[src/rtl/uart_pkg.sv]
// Shared UART definitions: receiver FSM encoding, frame width, parity sense
// and the default baud divider (also used by the planned transmitter).
package uart_pkg;

    localparam int DATA_BITS            = 8;
    localparam int DEFAULT_CLKS_PER_BIT = 868;  // 100 MHz / 115200

    localparam bit PAR_EVEN = 1'b0;
    localparam bit PAR_ODD  = 1'b1;

    typedef enum logic [2:0] {
        s_IDLE      = 3'd0,
        s_START     = 3'd1,
        s_DATA      = 3'd2,
        s_PARITY    = 3'd3,
        s_STOP      = 3'd4,
        s_WAIT_IDLE = 3'd5
    } rx_state_t;

endpackage

[src/rtl/sync_2ff.sv]
// Generic single-bit two-flop synchronizer; both flops reset to RESET_VAL.
module sync_2ff #(
    parameter bit RESET_VAL = 1'b1
) (
    input  logic clk,
    input  logic rst,
    input  logic d,
    output logic q
);

    logic meta;

    always_ff @(posedge clk or posedge rst) begin
        if (rst) begin
            meta <= RESET_VAL;
            q    <= RESET_VAL;
        end else begin
            meta <= d;
            q    <= meta;
        end
    end

endmodule

[src/rtl/uart_receiver.sv]
// Oversampling UART receiver, 8 data bits LSB-first, 1 stop bit.
// Define UART_RX_PARITY_EN to add a parity bit (sense set by PARITY_ODD).
module uart_receiver
    import uart_pkg::*;
#(
    parameter int CLKS_PER_BIT = DEFAULT_CLKS_PER_BIT,
    parameter bit PARITY_ODD   = PAR_EVEN
) (
    input  logic                 i_Clock,
    input  logic                 i_Reset,
    input  logic                 i_Rx_Serial,
    output logic                 o_Rx_DV,
    output logic [DATA_BITS-1:0] o_Rx_Byte,
    output logic                 o_Frame_Error,
    output logic                 o_Parity_Error
);

    localparam int               CNT_W    = $clog2(CLKS_PER_BIT);
    localparam logic [CNT_W-1:0] CNT_LAST = CNT_W'(CLKS_PER_BIT - 1);
    localparam logic [CNT_W-1:0] CNT_HALF = CNT_W'(CLKS_PER_BIT / 2 - 1);
    localparam logic [2:0]       IDX_LAST = 3'(DATA_BITS - 1);

    rx_state_t            state;
    logic [CNT_W-1:0]     timer;
    logic [2:0]           bit_idx;
    logic [DATA_BITS-1:0] shreg;
    logic                 rx;

    sync_2ff #(.RESET_VAL(1'b1)) u_sync (
        .clk (i_Clock),
        .rst (i_Reset),
        .d   (i_Rx_Serial),
        .q   (rx)
    );

`ifdef UART_RX_PARITY_EN
    logic par_err;
`else
    assign o_Parity_Error = 1'b0;
`endif

    always_ff @(posedge i_Clock or posedge i_Reset) begin
        if (i_Reset) begin
            state         <= s_IDLE;
            timer         <= '0;
            bit_idx       <= '0;
            shreg         <= '0;
            o_Rx_DV       <= 1'b0;
            o_Rx_Byte     <= '0;
            o_Frame_Error <= 1'b0;
`ifdef UART_RX_PARITY_EN
            par_err        <= 1'b0;
            o_Parity_Error <= 1'b0;
`endif
        end else begin
            o_Rx_DV       <= 1'b0;
            o_Frame_Error <= 1'b0;
`ifdef UART_RX_PARITY_EN
            o_Parity_Error <= 1'b0;
`endif
            // Timer free-runs inside a bit; every transition below clears it.
            timer <= timer + 1'b1;
            case (state)
                s_IDLE: begin
                    timer <= '0;
                    if (!rx) state <= s_START;
                end
                s_START: begin
                    if (timer == CNT_HALF) begin
                        timer   <= '0;
                        bit_idx <= '0;
                        state   <= rx ? s_IDLE : s_DATA;
                    end
                end
                s_DATA: begin
                    if (timer == CNT_LAST) begin
                        timer   <= '0;
                        shreg   <= {rx, shreg[DATA_BITS-1:1]};
                        bit_idx <= bit_idx + 1'b1;
                        if (bit_idx == IDX_LAST) begin
`ifdef UART_RX_PARITY_EN
                            state <= s_PARITY;
`else
                            state <= s_STOP;
`endif
                        end
                    end
                end
`ifdef UART_RX_PARITY_EN
                s_PARITY: begin
                    if (timer == CNT_LAST) begin
                        timer   <= '0;
                        par_err <= rx != ((^shreg) ^ (PARITY_ODD == PAR_ODD));
                        state   <= s_STOP;
                    end
                end
`endif
                s_STOP: begin
                    if (timer == CNT_LAST) begin
                        timer <= '0;
                        // A bad stop bit outranks parity: the frame is misaligned.
                        if (!rx) begin
                            o_Frame_Error <= 1'b1;
                            state         <= s_WAIT_IDLE;
                        end else begin
                            state <= s_IDLE;
`ifdef UART_RX_PARITY_EN
                            if (par_err) begin
                                o_Parity_Error <= 1'b1;
                            end else begin
                                o_Rx_Byte <= shreg;
                                o_Rx_DV   <= 1'b1;
                            end
`else
                            o_Rx_Byte <= shreg;
                            o_Rx_DV   <= 1'b1;
`endif
                        end
                    end
                end
                s_WAIT_IDLE: begin
                    timer <= '0;
                    if (rx) state <= s_IDLE;
                end
                default: begin
                    timer <= '0;
                    state <= s_IDLE;
                end
            endcase
        end
    end

endmodule
[config.mk]
export PLATFORM = sky130hd
export DESIGN_NAME = uart_receiver
export DESIGN_NICKNAME = d
export VERILOG_FILES = /design/src/rtl/uart_pkg.sv /design/src/rtl/sync_2ff.sv /design/src/rtl/uart_receiver.sv
export SDC_FILE = /design/constraint.sdc
export NUM_CORES = 1
export LEC_CHECK = 0
export CORE_ASPECT_RATIO = 0.9
export CORE_MARGIN = 4
export CORE_UTILIZATION = 51
export DETAILED_ROUTE_END_ITERATION = 12
export GPL_TIMING_DRIVEN = 0
export PLACE_DENSITY = 0.76
export RECOVER_POWER = 100
export SYNTH_ARGS = -nofsm -noshare
export SYNTH_HDL_FRONTEND = slang
export SYNTH_SLANG_ARGS = --single-unit
[constraint.sdc]
create_clock -name i_Clock -period 1.8 [get_ports i_Clock]
set_clock_uncertainty 0.1 [all_clocks]
set_input_delay 0.36 -clock i_Clock [delete_from_list [all_inputs] [get_ports i_Clock]]
set_output_delay 0.36 -clock i_Clock [all_outputs]
set_load 0.1 [all_outputs]
# After elaboration in Yosys (flattened, before gate mapping)
# Index checks and enable logic that the tools add are counted.
[op_classes] n_addsub=2 eq_ne=13 n_mux=21 reduce_logical=7
[op_table] cell="3-bit 2-to-1 mux" n=9
[op_table] cell="10-bit 2-to-1 mux" n=2
[op_table] cell="10-bit case mux with 2 select lines" n=1
[op_table] cell="3-bit case mux with 5 select lines" n=1
[op_table] cell="10-bit by 1-bit adder with 10-bit output, second input constant" n=1
[op_table] cell="10-bit == test, second input constant" n=1
[op_table] cell="10-bit by 9-bit == test with 1-bit output, second input constant" n=1
[op_table] cell="2-bit inequality test, second input constant" n=5
[op_table] cell="3-bit == test, second input constant" n=3
[op_table] cell="1-bit 2-to-1 mux" n=6
[op_table] cell="3-bit case mux with 2 select lines" n=1
[op_table] cell="3-bit AND reduction" n=2
[op_table] cell="6-bit AND reduction" n=1
[op_table] cell="3-bit by 1-bit adder with 3-bit output, second input constant" n=1
[op_table] cell="3-bit by 1-bit == test with 1-bit output, second input constant" n=1
[op_table] cell="3-bit by 2-bit == test with 1-bit output, second input constant" n=1
[op_table] cell="3-bit logical NOT" n=1
[op_table] cell="2-bit 2-to-1 mux" n=1
[op_table] cell="2-bit by 1-bit inequality test with 1-bit output, second input constant" n=1
[op_table] cell="2-bit AND reduction" n=1
[op_table] cell="2-bit nonzero test" n=1
[op_table] cell="2-bit OR reduction" n=1
[word_totals] register_bits=36 inputBits=3 output_inout_bits=11 wordCells=52

# Longest topological paths before layout
# Gate-level depths: netlist of the first run.
[logic_depth] word_depth=4 ltp_mapped=7 depth_no_buf=6

# Cells and area by module
# Synthesis of the first run repeated with hierarchy kept, for this count alone.
[hier_totals] cells_unflattened=131 hier_area_um2=1625.3
[by_module_without_submodules] mod="uart_receiver" instances=1 cells_each=128 area_per_inst_um2=1569.0 seq_area_each_um2=850.8
[by_module_without_submodules] mod="sync_2ff" instances=1 cells_each=3 area_per_inst_um2=56.3 seq_area_each_um2=52.6

# Least setup slack after synthesis of the first run
# Ideal clock, no wire load.
[synth_timing] path_type="register to register" start="register state[0]" end="register shreg[1]" setup_ns=0.125 arrival_time_ns=1.679 t_required_ns=1.575 setup_slack_ns=-0.103 stages_incl_launch_ff=6 n_path_buf=2 synth_period_minus_slack_ns=1.903 cell_sequence="dfrtp_1 > buf_6 > or3b_1 > nor4_4 > buf_6 > mux2_2"
[synth_between] elab_chain_cells=2
[synth_lines] element="from (decl)" line="uart_receiver.sv:23" source="rx_state_t state;"
[synth_lines] element="from (signal assigned)" line="uart_receiver.sv:44" source="state <= s_IDLE;"
[synth_lines] element="from (signal assigned)" line="uart_receiver.sv:66" source="if (!rx) state <= s_START;"
[synth_lines] element="from (signal assigned)" line="uart_receiver.sv:72" source="state <= rx ? s_IDLE : s_DATA;"
[synth_lines] element="3-bit by 2-bit == test with 1-bit output" line="uart_receiver.sv:63" source="case (state)"
[synth_lines] element="2-bit AND reduction (no line)"
[synth_lines] element="to (signal assigned)" line="uart_receiver.sv:78" source="shreg <= {rx, shreg[DATA_BITS-1:1]};"
[synth_lines] element="to (decl)" line="uart_receiver.sv:26" source="logic [DATA_BITS-1:0] shreg;"
# Every way passes these cells.
# A chain may end at the register's enable or synchronous reset.

# Worst setup path in the final report of the first run
[layout_timing] start="register timer[8]" end="register shreg[4]"
[layout_between] elab_chain_cells=2
[layout_lines] element="from (decl)" line="uart_receiver.sv:24" source="logic [CNT_W-1:0] timer;"
[layout_lines] element="from (signal assigned)" line="uart_receiver.sv:62" source="timer <= timer + 1'b1;"
[layout_lines] element="10-bit == test" line="uart_receiver.sv:76" source="if (timer == CNT_LAST) begin"
[layout_lines] element="2-bit AND reduction (no line)"
# Every way passes these cells.

==> results of run 1 <==
==> path summary, 6_finish.rpt <==
kind / cells past startpoint / slack (ps) / startpoint / end
min reg2reg: 0 / 270 / u_sync.meta$_DFF_PP1_ / u_sync.q$_DFF_PP1_
max reg2reg: 4 / -70 / timer[8]$_DFF_PP0_ / shreg[4]$_DFFE_PP0P_
min: 0 / 270 / u_sync.meta$_DFF_PP1_ / u_sync.q$_DFF_PP1_
max in group asynchronous: 2 / 610 / i_Reset / state[1]$_DFFE_PP0P_
min in group asynchronous: 2 / 480 / i_Reset / shreg[6]$_DFFE_PP0P_
max: 4 / -70 / timer[8]$_DFF_PP0_ / shreg[4]$_DFFE_PP0P_
==> kinds of logic after synthesis <==
family,synth area share (%)
XOR/XNOR,4.24
multiplexers,11.6
AO/OA/AOI/OAI,6.35
adder cells (fa/ha/maj),3.03
buffers and inverters,3.86
other,0.227
flip-flops,54.6
AND/OR/NAND/NOR,16.1
==> through the flow <==
stage          instance area, um2  hold slack (ps)
6_report                     2110              268
4_1_cts                      2080              264
3_3_place_gp                 1830              247
3_5_place_dp                 1830              248
5_1_grt                      2110              273
2_1_floorplan                1650              245
==> synth_stat cells <==
library cell / instances / area (um2)
a22o_1: 2 / 17.5
ha_1: 4 / 50.1
or3b_1: 1 / 8.76
and3b_2: 1 / 10.0
nor2b_1: 1 / 6.26
or3b_4: 1 / 11.3
nor2_1: 13 / 48.8
dfrtp_1: 34 / 851
and3_1: 2 / 12.5
o41ai_4: 1 / 27.5
o21ai_2: 1 / 8.76
nor3_4: 1 / 16.3
o21a_1: 2 / 15.0
buf_4: 2 / 15.0
xnor2_1: 4 / 35.0
nor3b_1: 3 / 22.5
dfstp_2: 2 / 52.6
nand4b_1: 1 / 8.76
nand2_1: 2 / 7.51
xor2_1: 4 / 35.0
nand2b_1: 1 / 6.26
and4_1: 1 / 8.76
nand3_1: 3 / 15.0
inv_1: 4 / 15.0
and4_2: 1 / 10.0
mux2_2: 17 / 191
buf_6: 3 / 33.8
nor4_4: 1 / 21.3
nand4_1: 2 / 12.5
o41a_2: 1 / 12.5
o41ai_1: 1 / 8.76
o21ai_0: 1 / 5.00
nand3_4: 1 / 17.5
conb_1: 1 / 3.75
and2_1: 1 / 6.26
a32o_1: 1 / 10.0
nand4bb_2: 1 / 16.3
==> sequential cells by signal, summed over array words and instances (netlist names) <==
name           flops
o_Rx_Byte          8
o_Rx_DV            1
o_Frame_Error      1
timer             10
bit_idx            3
u_sync.q           1
shreg              8
state              3
u_sync.meta        1
==> what timing repair did <==
item                       4_1_cts  5_1_grt
gates resized for setup         50        8
hold buffers                     0        0
pin swaps                       11        4
setup endpoints to repair       40       34
setup buffers                   14        0
cloned                           2        0
==> power groups by stage <==
stage	Clock, mW	Sequential, mW	Combinational (mW)
CTS	0.433	0.816	0.0329
global route	0.471	0.817	0.0349
global placement	0	0.831	0.0322
detailed placement	0	0.831	0.0331
floorplan	0	0.830	0.0242
finish	0.425	0.817	0.0312
==> final cells by class <==
| cell class | count | area, um2 |
|---|---|---|
| Inverter | 4 | 15.0 |
| Timing Repair Buffer | 27 | 243 |
| Sequential cell | 36 | 907 |
| Fill cell | 223 | 980 |
| Clock buffer | 5 | 37.5 |
| Buffer | 5 | 48.8 |
| Clock inverter | 3 | 18.8 |
| Multi-Input combinational cell | 79 | 788 |
| Tap cell | 42 | 52.6 |
==> metal layers <==
layer  part of all wire [%]  wire length, um  GRT usage [%]  up-vias
met5                      0                0              0        -
met4                    1.7               53           6.80        0
met3                    3.2               99           6.65        6
met2                     49             1520           26.5       12
met1                     46             1430           22.3      540
li1                       -                -              -      504
==> worst reg2reg max path, stage by stage, from the launching register on <==
cell and delay [ps]:
dfrtp_1 410, or3b_4 450, nor4_4 300, buf_6 210, mux2_4 310
==> results.toml, run 1 <==
[critical_path]
cp-end-kind = "flop"
worstSetupPathType = "reg2reg"
crit_path_cell_trace = "or3b_4, nor4_4, buf_6, mux2_4"
crit_family = "simple AND/OR/NAND/NOR gates"
slowest_delay_ps = 450
cp.required_ps = 1950
crit_buf_inv = 1
cp_data_arrival_time_ps = 2020
critPathSlowestCell = "or3b_4"
worstPathMaxFanout = 8
startpoint_type = "flop"

[sta]
setup_viol = 29
worst_pin_slew_ps = 730
rsz0062_at_grt = "yes"
min_period_ps = 1870
fmax_mhz = 533
maxSlewHeadroom_pct = 51.3
hold_violations = 0
slew_violations = 0
fin_crit_sh_pct = 104
fin_ws_ps = -74.9
tns_ps = -1190

[power]
p_sw_mw = 0.305
ir_drop_uv = 656
p_comb_share_pct = 2.5
pwr_density_cell_nw_per_um2 = 603
p_leak_nw = 1.01
seq_power_share_pct = 64.2
pwr-share-clk_pct = 33.4
internal_power_mw = 0.968
p_sw_share_pct = 23.9
p_total_mw = 1.27

[place]
dp_hpwl_um = 1890
finalWeightedCongestion = 0.810
dp_slack_ps = -259
placedCellCount = 177
io_buffers = 12

[global_routing]
first_global_vias = 1099
antenna_found_initial = 0
grt_usage_pct = 17.3
grt_pass1_wl_um = 5150
grt_max_degree = 37
grt_overflow = 0

[finish]
final_common_cell = "dfrtp_1"
diodes = 0
mostFrequentLayoutCells = "dfrtp_1, buf_4, mux2_4, nor2_1, clkdlybuf4s15_2"
utilization_pct = 68.3
layout-drive-gt1-share_pct = 48.4
fin_nets = 165
area_growth_pct = 27.6
final_cells = 201

[synth]
syn_inst = 123
synth_seq_cells = 36
ys_warn_count = 0
synth_nets = 130
synth_area_per_cell_um2 = 13.4
synth.distinct_cells = 37
ys_seq_area_share_pct = 54.6
synth_area_um2 = 1650

[clock_network]
clk_latency_ps = 350
cts-root-buf = "clkbuf_4"
cts_buffers = 5
clkSlewWorstSetupHoldPaths_ps = 120
cts_sinks = 36
cts_tree = "yes"
h-tree-depth = 2
cts_buffer_depth = 2

[routing]
vias = 1062
wl_per_cell_um = 15.4
drtIter0Drc = 53
drt_pass1_iterations = 4
drc = 0
ant_nets = 0
drt_wl_total_um = 3110
vias_per_cell = 5.28

[die]
die_x_um = 68.0
core_area_um2 = 3090
ios = 14
dieArea_um2 = 4220
initial_core_util_pct = 53.5
die-height_um = 62.0
rows = 19

[status]
status = "finished with violations"
violations = "negative setup slack"

[run]
drv_cap = 0

[min_path]
min_path_type = "reg2reg"
No activity file was read; power rests on OpenSTA's default activity.
==> run 2, diff against run 1 <==
--- a/config.mk
+++ b/config.mk
@@ -5,6 +5,7 @@
 export SDC_FILE = /design/constraint.sdc
 export NUM_CORES = 1
 export LEC_CHECK = 0
+export ABC_AREA = 1
 export CORE_ASPECT_RATIO = 0.9
 export CORE_MARGIN = 4
 export CORE_UTILIZATION = 51
==> results.toml, run 2 <==
[status]
status = "finished, final reports clean"

[finish]
final_cells = 260
utilization_pct = 61.3
diodes = 0
design_area_um2 = 2080
regMostFlops = "timer"
top_regs = "timer (10), o_Rx_Byte (8), shreg (8)"
layout-drive-gt1-share_pct = 28.7
num-fill-cells = 305
final_common_cell = "nand2_1"
largest_register_ffs = 10
mostFrequentLayoutCells = "nand2_1, dfrtp_1, nor2_1"
area_growth_pct = 15.5
fin_nets = 222

[min_path]
min_path_type = "reg2reg"
hold_path.startpoint = "u_sync.meta$_DFF_PP1_"
whs_endpoint = "u_sync.q$_DFF_PP1_"
hold_path_depth = 0

[routing]
drt_pass1_iterations = 4
drc = 0
vias = 1272
ant_nets = 0
drt_wl_total_um = 3080
wl_per_cell_um = 11.9
vias_per_cell = 4.89
drtIter0Drc = 68

[critical_path]
worstPathMaxFanout = 2
rr_worst_depth = 7
r2r-start = "timer[1]$_DFF_PP0_"
slowest_delay_ps = 570
timing.rr.end = "shreg[0]$_DFFE_PP0P_"
crit_buf_inv = 1
critPathSlowestCell = "clkdlybuf4s15_2"
crit_cells = 1
startpoint_type = "flop"
r2r_slack_ps = 120
cp-end-kind = "primary output"
worstSetupPathType = "reg2out"
cp_data_arrival_time_ps = 1230
cp.required_ps = 1340
crit_path_cell_trace = "clkdlybuf4s15_2"
crit_family = "buffers and inverters"

[sta]
hold_violations = 0
setup_viol = 0
maxSlewHeadroom_pct = 51.0
worst_pin_slew_ps = 734
rsz0062_at_grt = "no"
tns_ps = 0
slew_violations = 0
fin_crit_sh_pct = 93.8
timing.hold.ws_ps = 265
min_period_ps = 1690
fin_ws_ps = 112
fmax_mhz = 593

[synth]
ys_warn_count = 0
ys_seq_area_share_pct = 50.0
synth_edf_count = 0
synth_area_per_cell_um2 = 9.40
syn_inst = 192
synth.distinct_cells = 31
synth_seq_cells = 36
yosys-top-cells-count = "nand2_1, dfrtp_1, nor2_1"
synth_area_um2 = 1810
async_flop_share_pct = 100
yosysTopAreaCell = "dfrtp_1"
ys.flop_type = "dfrtp_1"
synth_top_area_share_pct = 47.1
synth_nets = 199
synth_area_leaders = "dfrtp_1, nand2_1, o21ai_2, nor2_1, inv_1"
synthMostInstantiatedCell = "nand2_1"

[clock_network]
cts_buffer_depth = 2
clkSlewWorstSetupHoldPaths_ps = 70
cts_tree = "yes"
clk_latency_ps = 280
cts_sinks = 36
cts-root-buf = "clkbuf_8"
cts_buffers = 5
h-tree-depth = 2

[global_routing]
antenna_found_initial = 0
grt_max_degree = 37
grt_pass1_wl_um = 5600
grt_overflow = 0
grt_usage_pct = 15.5
first_global_vias = 1283

[die]
die_x_um = 70.7
core_area_um2 = 3400
rows = 20
initial_core_util_pct = 53.1
die-height_um = 64.4
ios = 14
dieArea_um2 = 4560

[power]
p_leak_nw = 0.977
p_sw_share_pct = 22.5
internal_power_mw = 1.09
pwr-share-clk_pct = 39.6
ir_drop_uv = 478
p_total_mw = 1.40
p_comb_share_pct = 2.3
p_sw_mw = 0.315
seq_power_share_pct = 58.2
pwr_density_cell_nw_per_um2 = 672

[run]
drv_cap = 0

[place]
io_buffers = 12
dp_slack_ps = -271
placedCellCount = 248
finalWeightedCongestion = 0.838
placed_cell_area_um2 = 1980
dp_hpwl_um = 2140
==> run 2: area by class of cell <==
cell class                 count  area [um2]  share of cell area, %
tap                           44        55.1                   2.64
buffer                         3        26.3                   1.26
inverter                      25        93.8                   4.50
clock inverter                 3        18.8                  0.900
sequential                    36         905                   43.4
clock buffer                   5        68.8                   3.30
multi-input combinational    128         761                   36.5
timing repair buffer          16         156                   7.50
==> run 2: worst register-to-register path: cells and delay by family (launching register included) <==
kind | cells | cell delay [ps]
fa+ha+maj | 1 | 220
buf+inv | 2 | 250
compound gates | 1 | 40
simple gates | 3 | 580
flops | 1 | 400
==> run 2: timing repair <==
action,CTS,global route
buffers inserted,0,4
pin swaps,0,3
hold buffers,0,0
hold endpoints to repair,0,0
gates resized for setup,30,2
cloned,0,0
endpoints found under the setup margin,10,23
==> run 2: worst max path at each step <==
stage | startpoint | end | slack, ps
after floorplan | timer[0]$_DFF_PP0_ | o_Rx_Byte[0]$_DFFE_PP0P_ | 240
after global placement | i_Reset | state[1]$_DFFE_PP0P_ | -240
after detailed placement | i_Reset | state[2]$_DFFE_PP0P_ | -270
after CTS | i_Reset | state[1]$_DFFE_PP0P_ | 50
after global routing | timer[0]$_DFF_PP0_ | bit_idx[2]$_DFFE_PP0P_ | 6
final | o_Rx_Byte[6]$_DFFE_PP0P_ | o_Rx_Byte[6] | 110
==> run 2: cells by family after synthesis <==
logic type	Yosys count	synth area share [%]
AOI/OAI and AO/OA	21	9.29
xor gates and xnor gates	7	3.40
other	1	0.208
buffers and inverters	28	6.86
DFF	36	50.0
adders and majority gates	4	2.77
and+or+nand+nor	95	27.4
==> run 2: routing by layer <==
metal,track usage (%),wire (um),up-vias
met1,21.2,1580,587
met2,23.6,1310,33
met3,3.72,127,8
met5,0,0,-
met4,6.34,66,0
li1,-,-,644
==> run 2: power groups by stage <==
stage,Combinational (mW),Sequential (mW),Clock [mW]
2_1_floorplan,0.0241,0.830,0
3_3_place_gp,0.0331,0.831,0
3_5_place_dp,0.0336,0.831,0
4_1_cts,0.0335,0.815,0.567
5_1_grt,0.0361,0.815,0.605
6_report,0.0317,0.815,0.555
==> run 3, diff against run 2 <==
--- a/config.mk
+++ b/config.mk
@@ -7,7 +7,7 @@
 export LEC_CHECK = 0
 export ABC_AREA = 1
 export CORE_ASPECT_RATIO = 0.9
-export CORE_MARGIN = 4
+export CORE_MARGIN = 2
 export CORE_UTILIZATION = 51
 export DETAILED_ROUTE_END_ITERATION = 12
 export GPL_TIMING_DRIVEN = 0
==> results.toml, run 3 (synthesis results as in run 2) <==
[status]
status = "finished, final reports clean"

[global_routing]
grt_pass1_wl_um = 5770
first_global_vias = 1262
grt_usage_pct = 19.6
antenna_found_initial = 0
grt_overflow = 0
grt_max_degree = 37

[place]
dp_hpwl_um = 2270
io_buffers = 12
dp_slack_ps = -272
placedCellCount = 248
finalWeightedCongestion = 0.886

[sta]
setup_viol = 0
worst_pin_slew_ps = 719
fin_ws_ps = 115
min_period_ps = 1680
rsz0062_at_grt = "no"
tns_ps = 0
slew_violations = 0
maxSlewHeadroom_pct = 52.0
hold_violations = 0
fmax_mhz = 594
fin_crit_sh_pct = 93.6

[critical_path]
worstSetupPathType = "reg2reg"
startpoint_type = "flop"
crit_family = "simple AND/OR/NAND/NOR gates"
r2r_slack_ps = 120
cp.required_ps = 1880
critPathSlowestCell = "dfrtp_1"
cp_data_arrival_time_ps = 1760
slowest_delay_ps = 390
crit_path_cell_trace = "ha_2, inv_1, nor3_4, nand4_4, buf_6, nand2_1, o21ai_2"
cp-end-kind = "flop"
worstPathMaxFanout = 10
crit_buf_inv = 2

[routing]
drt_pass1_iterations = 4
vias = 1292
drt_wl_total_um = 3200
drtIter0Drc = 133
ant_nets = 0
wl_per_cell_um = 12.3
vias_per_cell = 4.97
drc = 0

[finish]
regArea_um2 = 903
regMostFlops = "timer"
multi_input_area_um2 = 762
num-fill-cells = 280
area_growth_pct = 17.6
utilization_pct = 62.9
layout-drive-gt1-share_pct = 28.2
top_regs = "timer (10), o_Rx_Byte (8), shreg (8)"
mostFrequentLayoutCells = "nand2_1, dfrtp_1, nor2_1"
fin_nets = 222
largest_register_ffs = 10
final_cells = 260
diodes = 0
final_common_cell = "nand2_1"

[clock_network]
cts-root-buf = "clkbuf_8"
cts_buffers = 5
clk_latency_ps = 280
cts_tree = "yes"
h-tree-depth = 2
cts_buffer_depth = 2
postCtsHoldBufs = 0
cts_sinks = 36
clkSlewWorstSetupHoldPaths_ps = 70

[die]
core_area_um2 = 3380
die-height_um = 60.4
rows = 20
dieArea_um2 = 4030
ios = 14
die_x_um = 66.7
initial_core_util_pct = 53.4

[power]
pwr-share-clk_pct = 47.9
seq_power_share_pct = 50.2
p_comb_share_pct = 1.9
p_sw_share_pct = 19.5
p_leak_nw = 0.996
internal_power_mw = 1.31
p_sw_mw = 0.317
ir_drop_uv = 565
pwr_density_cell_nw_per_um2 = 765

[run]
drv_cap = 0

[min_path]
min_path_type = "reg2reg"
-- run 3: worst register-to-register path, cell delays in order, from the launching register on --
cell     delay [ps]
dfrtp_1         390
ha_2            220
inv_1            90
nor3_4          300
nand4_4         170
buf_6           200
nand2_1          70
o21ai_2          50
-- run 3: per-stage QoR --
step	total power, mW	hold WS, ps	cell area (um2)
2_1_floorplan	0.854	245	1810
3_3_place_gp	0.863	249	1980
3_5_place_dp	0.865	255	1980
4_1_cts	1.64	265	2120
5_1_grt	1.68	266	2120
6_report	1.62	262	2120
-- run 3: layer usage --
| metal | part of all wire [%] | track usage, % | up-vias | wire [um] |
|---|---|---|---|---|
| li1 | - | - | 649 | - |
| met1 | 47 | 25.4 | 608 | 1520 |
| met2 | 47 | 30.9 | 28 | 1500 |
| met3 | 3.7 | 5.19 | 7 | 119 |
| met4 | 2.1 | 9.62 | 0 | 66 |
| met5 | 0 | 0 | - | 0 |
-- run 3: timing repair --
action,in CTS,in global routing
buffers inserted,0,4
pin swaps,0,3
setup endpoints to repair,10,24
resized for setup,30,1
-- run 3: worst paths after layout --
check,start,to,cells after the start
max,timer[1]$_DFF_PP0_,o_Rx_Byte[0]$_DFFE_PP0P_,7
min,u_sync.meta$_DFF_PP1_,u_sync.q$_DFF_PP1_,0
max reg2reg,timer[1]$_DFF_PP0_,o_Rx_Byte[0]$_DFFE_PP0P_,7
min reg2reg,u_sync.meta$_DFF_PP1_,u_sync.q$_DFF_PP1_,0
max in group asynchronous,i_Reset,timer[6]$_DFF_PP0_,2
min in group asynchronous,i_Reset,timer[1]$_DFF_PP0_,2
-- run 3: cell type report --
class	instances	area share (%)
Tap cell	44	2.59
Timing Repair Buffer	16	7.37
Buffer	3	1.24
Sequential cell	36	42.5
Multi-Input combinational cell	128	35.9
Clock inverter	1	1.41
Clock buffer	7	4.54
Inverter	25	4.42
-- run 3: power by group through the flow --
stage	registers, mW	logic [mW]	clock network, mW
after floorplan	0.830	0.0241	0
after global placement	0.831	0.0326	0
after detailed placement	0.831	0.0336	0
after CTS	0.815	0.0338	0.793
after global routing	0.815	0.0358	0.829
final	0.815	0.0313	0.777
==> variant, RTL diff (settings of run 1) <==
The option `UART_RX_PARITY_EN` is turned on by a define.
--- a/src/rtl/uart_receiver.sv
+++ b/src/rtl/uart_receiver.sv
@@ -1,5 +1,7 @@
 // Oversampling UART receiver, 8 data bits LSB-first, 1 stop bit.
 // Define UART_RX_PARITY_EN to add a parity bit (sense set by PARITY_ODD).
+`define UART_RX_PARITY_EN
+
 module uart_receiver
     import uart_pkg::*;
 #(
Formal check against the unedited RTL: no difference found for any inputs over 10 cycles, from zero or initial values and one cycle with i_Reset high; that may be too few to reach the edited logic, so the function may still have changed.
==> variant against run 1 <==
  * The run still ends with setup timing left
  * Area after synthesis rose by 11%
  * Routed wire length increased by 14%
  * Final area is 13% higher
  * Sequential power rose by 5.4%
  * Worst setup slack worse by 65 ps
  * Power is 38% higher
  * Sequential cell count rose by 2
  * Synthesized cell count up 17%
  * Critical path type unchanged
  * Critical endpoint is now o_Rx_Byte[6]
  * Largest cell class unchanged
  * Largest power group is now clock
==> variant: results (changes against run 1) <==
stage;metric;value;unit;change
status;outcome;finished, violations left;;
status;failing checks;setup timing;;
logic_synthesis;top cells by area, synth;dfrtp_1 (49%), mux2_4 (6.6%), mux2_2 (6.2%);;
place;Port Buf Inserts;13;;+1
timing;TNS Setup;-2140;ps;-952 ps
worst_setup_path;slowest CP cell;dfrtp_1;;
cts;clk_lat worst skew;290;ps;-60 ps
global_route;gr usage total;0.169;;-0.00399
routing;DR vias;1232;;+16%
logic_synthesis;Post-Synth XOR/XNOR Area;0.0794;;+0.0370
cts;cts bufs inserted;5;;unchanged
logic_synthesis;post-synthesis sequential area ratio;0.522;;-0.0246
logic_synthesis;mux cell area share after synthesis;0.133;;+0.0171
logic_synthesis;Synth Area in Adders;0.0274;;-0.00288
cells_and_area;layout cell share with drive strength beyond 1;0.402;;-0.0820
timing;final setup fails;31;;+6.9%
power;power density over the cells;738;nW/µm²;+22%
cells_and_area;layout net count;185;;+12%
logic_synthesis;Post-synth top flop;dfrtp_1;;
logic_synthesis;Synth Net Count;151;;+16%
global_route;first-pass GRT wire length;6070;µm;+18%
power;leak pwr;1.08;nW;+7.6%
logic_synthesis;FFs w/ async S/R, synth;1.00;;unchanged
place;DPL Wire Length;2160;µm;+14%
worst_setup_path;Critical Path Max Stage Delay;420;ps;-30 ps
routing;Avg WL per Cell;15.8;µm;+2.6%
power;IR drop worst, VDD;0.337;mV;-49%
cts;CTS root buf;clkbuf_8;;
worst_setup_path;Critical R2R Launch;timer[1];;
cts;register clock-pin slew on the reported worst setup and hold paths;80;ps;-40 ps
place;placed instance area;2050;µm²;+12%
timing;worst-margin pin slew;706;ps;-24.0 ps
cells_and_area;filler instances;226;;+1.3%
logic_synthesis;Syn. warnings;0;;unchanged
routing;DR iter-0 viols;124;;+130%
place;GPL Wtd Cong;0.834;;+2.9%
global_route;antenna violations before repair;0;;unchanged
worst_setup_path;WP data required;1870;ps;-80 ps
logic_synthesis;Netlist cell types;42;;+14%
global_route;vias in the first global route;1286;;+17%
timing;fin worst setup slack;-140;ps;-64.7 ps
global_route;largest net degree at the start of global routing;21;;-43%
logic_synthesis;Compound-Gate Fraction of Synth Area;0.0582;;-0.00536
worst_setup_path;worst-path maximum fanout;5;;-3
logic_synthesis;synth cell count leaders;dfrtp_1 (36), nor2_1 (13), mux2_2 (10);;
==> variant: worst paths after layout <==
path	endpoint	slack [ps]	cells past startpoint
max	o_Rx_Byte[6]	-140	6
min	u_sync.q	270	0
max reg2reg	o_Rx_Byte[6]	-140	6
min reg2reg	u_sync.q	270	0
max in group asynchronous	shreg[5]	180	3
min in group asynchronous	bit_idx[1]	510	2
==> variant: worst register-to-register path: stages, from the launching register on <==
cell      delay [ps]
dfrtp_1          420
ha_4             160
and4bb_4         260
nand3_4          130
nor4_4           270
buf_4            190
mux2_4           300
==> variant: stage by stage <==
step / instances / hold WS [ps] / power, W / setup slack (ps)
2_1_floorplan: 144 / 245 / 0.000894 / -312
3_5_place_dp: 202 / 253 / 0.000913 / -509
5_1_grt: 223 / 270 / 0.00182 / -209
4_1_cts: 220 / 267 / 0.00178 / -151
3_3_place_gp: 201 / 251 / 0.000904 / -491
6_report: 223 / 266 / 0.00175 / -140
==> variant: logic make-up after synthesis <==
kind of cell / count (synthesis)
xor gates and xnor gates: 15
buffers and inverters: 9
muxes: 19
and+or+nand+nor: 44
DFF: 38
adders and majority gates: 4
AOI/OAI and AO/OA: 15
==> variant: per-layer routing <==
metal,global-route usage,share of wire,routed length (µm),up-vias
li1,-,-,-,583
met4,0.0915,0.019,68,0
met2,0.247,0.46,1630,46
met5,0,0,0,-
met3,0.0450,0.057,203,9
met1,0.228,0.46,1630,594
==> variant: cell type report <==
cell class                      instances  area (µm²)  share of cell area
Sequential cell                        38         956               0.402
Multi-Input combinational cell         98         932               0.392
Timing Repair Buffer                   27         250               0.105
Clock buffer                            5        68.8              0.0289
Clock inverter                          3        68.8              0.0289
Tap cell                               44        55.1              0.0232
Buffer                                  3        27.5              0.0116
Inverter                                5        18.8             0.00789
==> variant: power breakdown <==
part	internal, W	switching [W]
combinational	0.00000651	0.0000194
clock	0.000555	0.000312
sequential	0.000857	0.00000395
==> variant: timing repair <==
action / 4_1_cts / 5_1_grt
resized for setup: 45 / 11
pin swaps: 15 / 2
setup endpoints to repair: 45 / 33
setup buffers: 10 / 3
gates cloned: 1 / 0
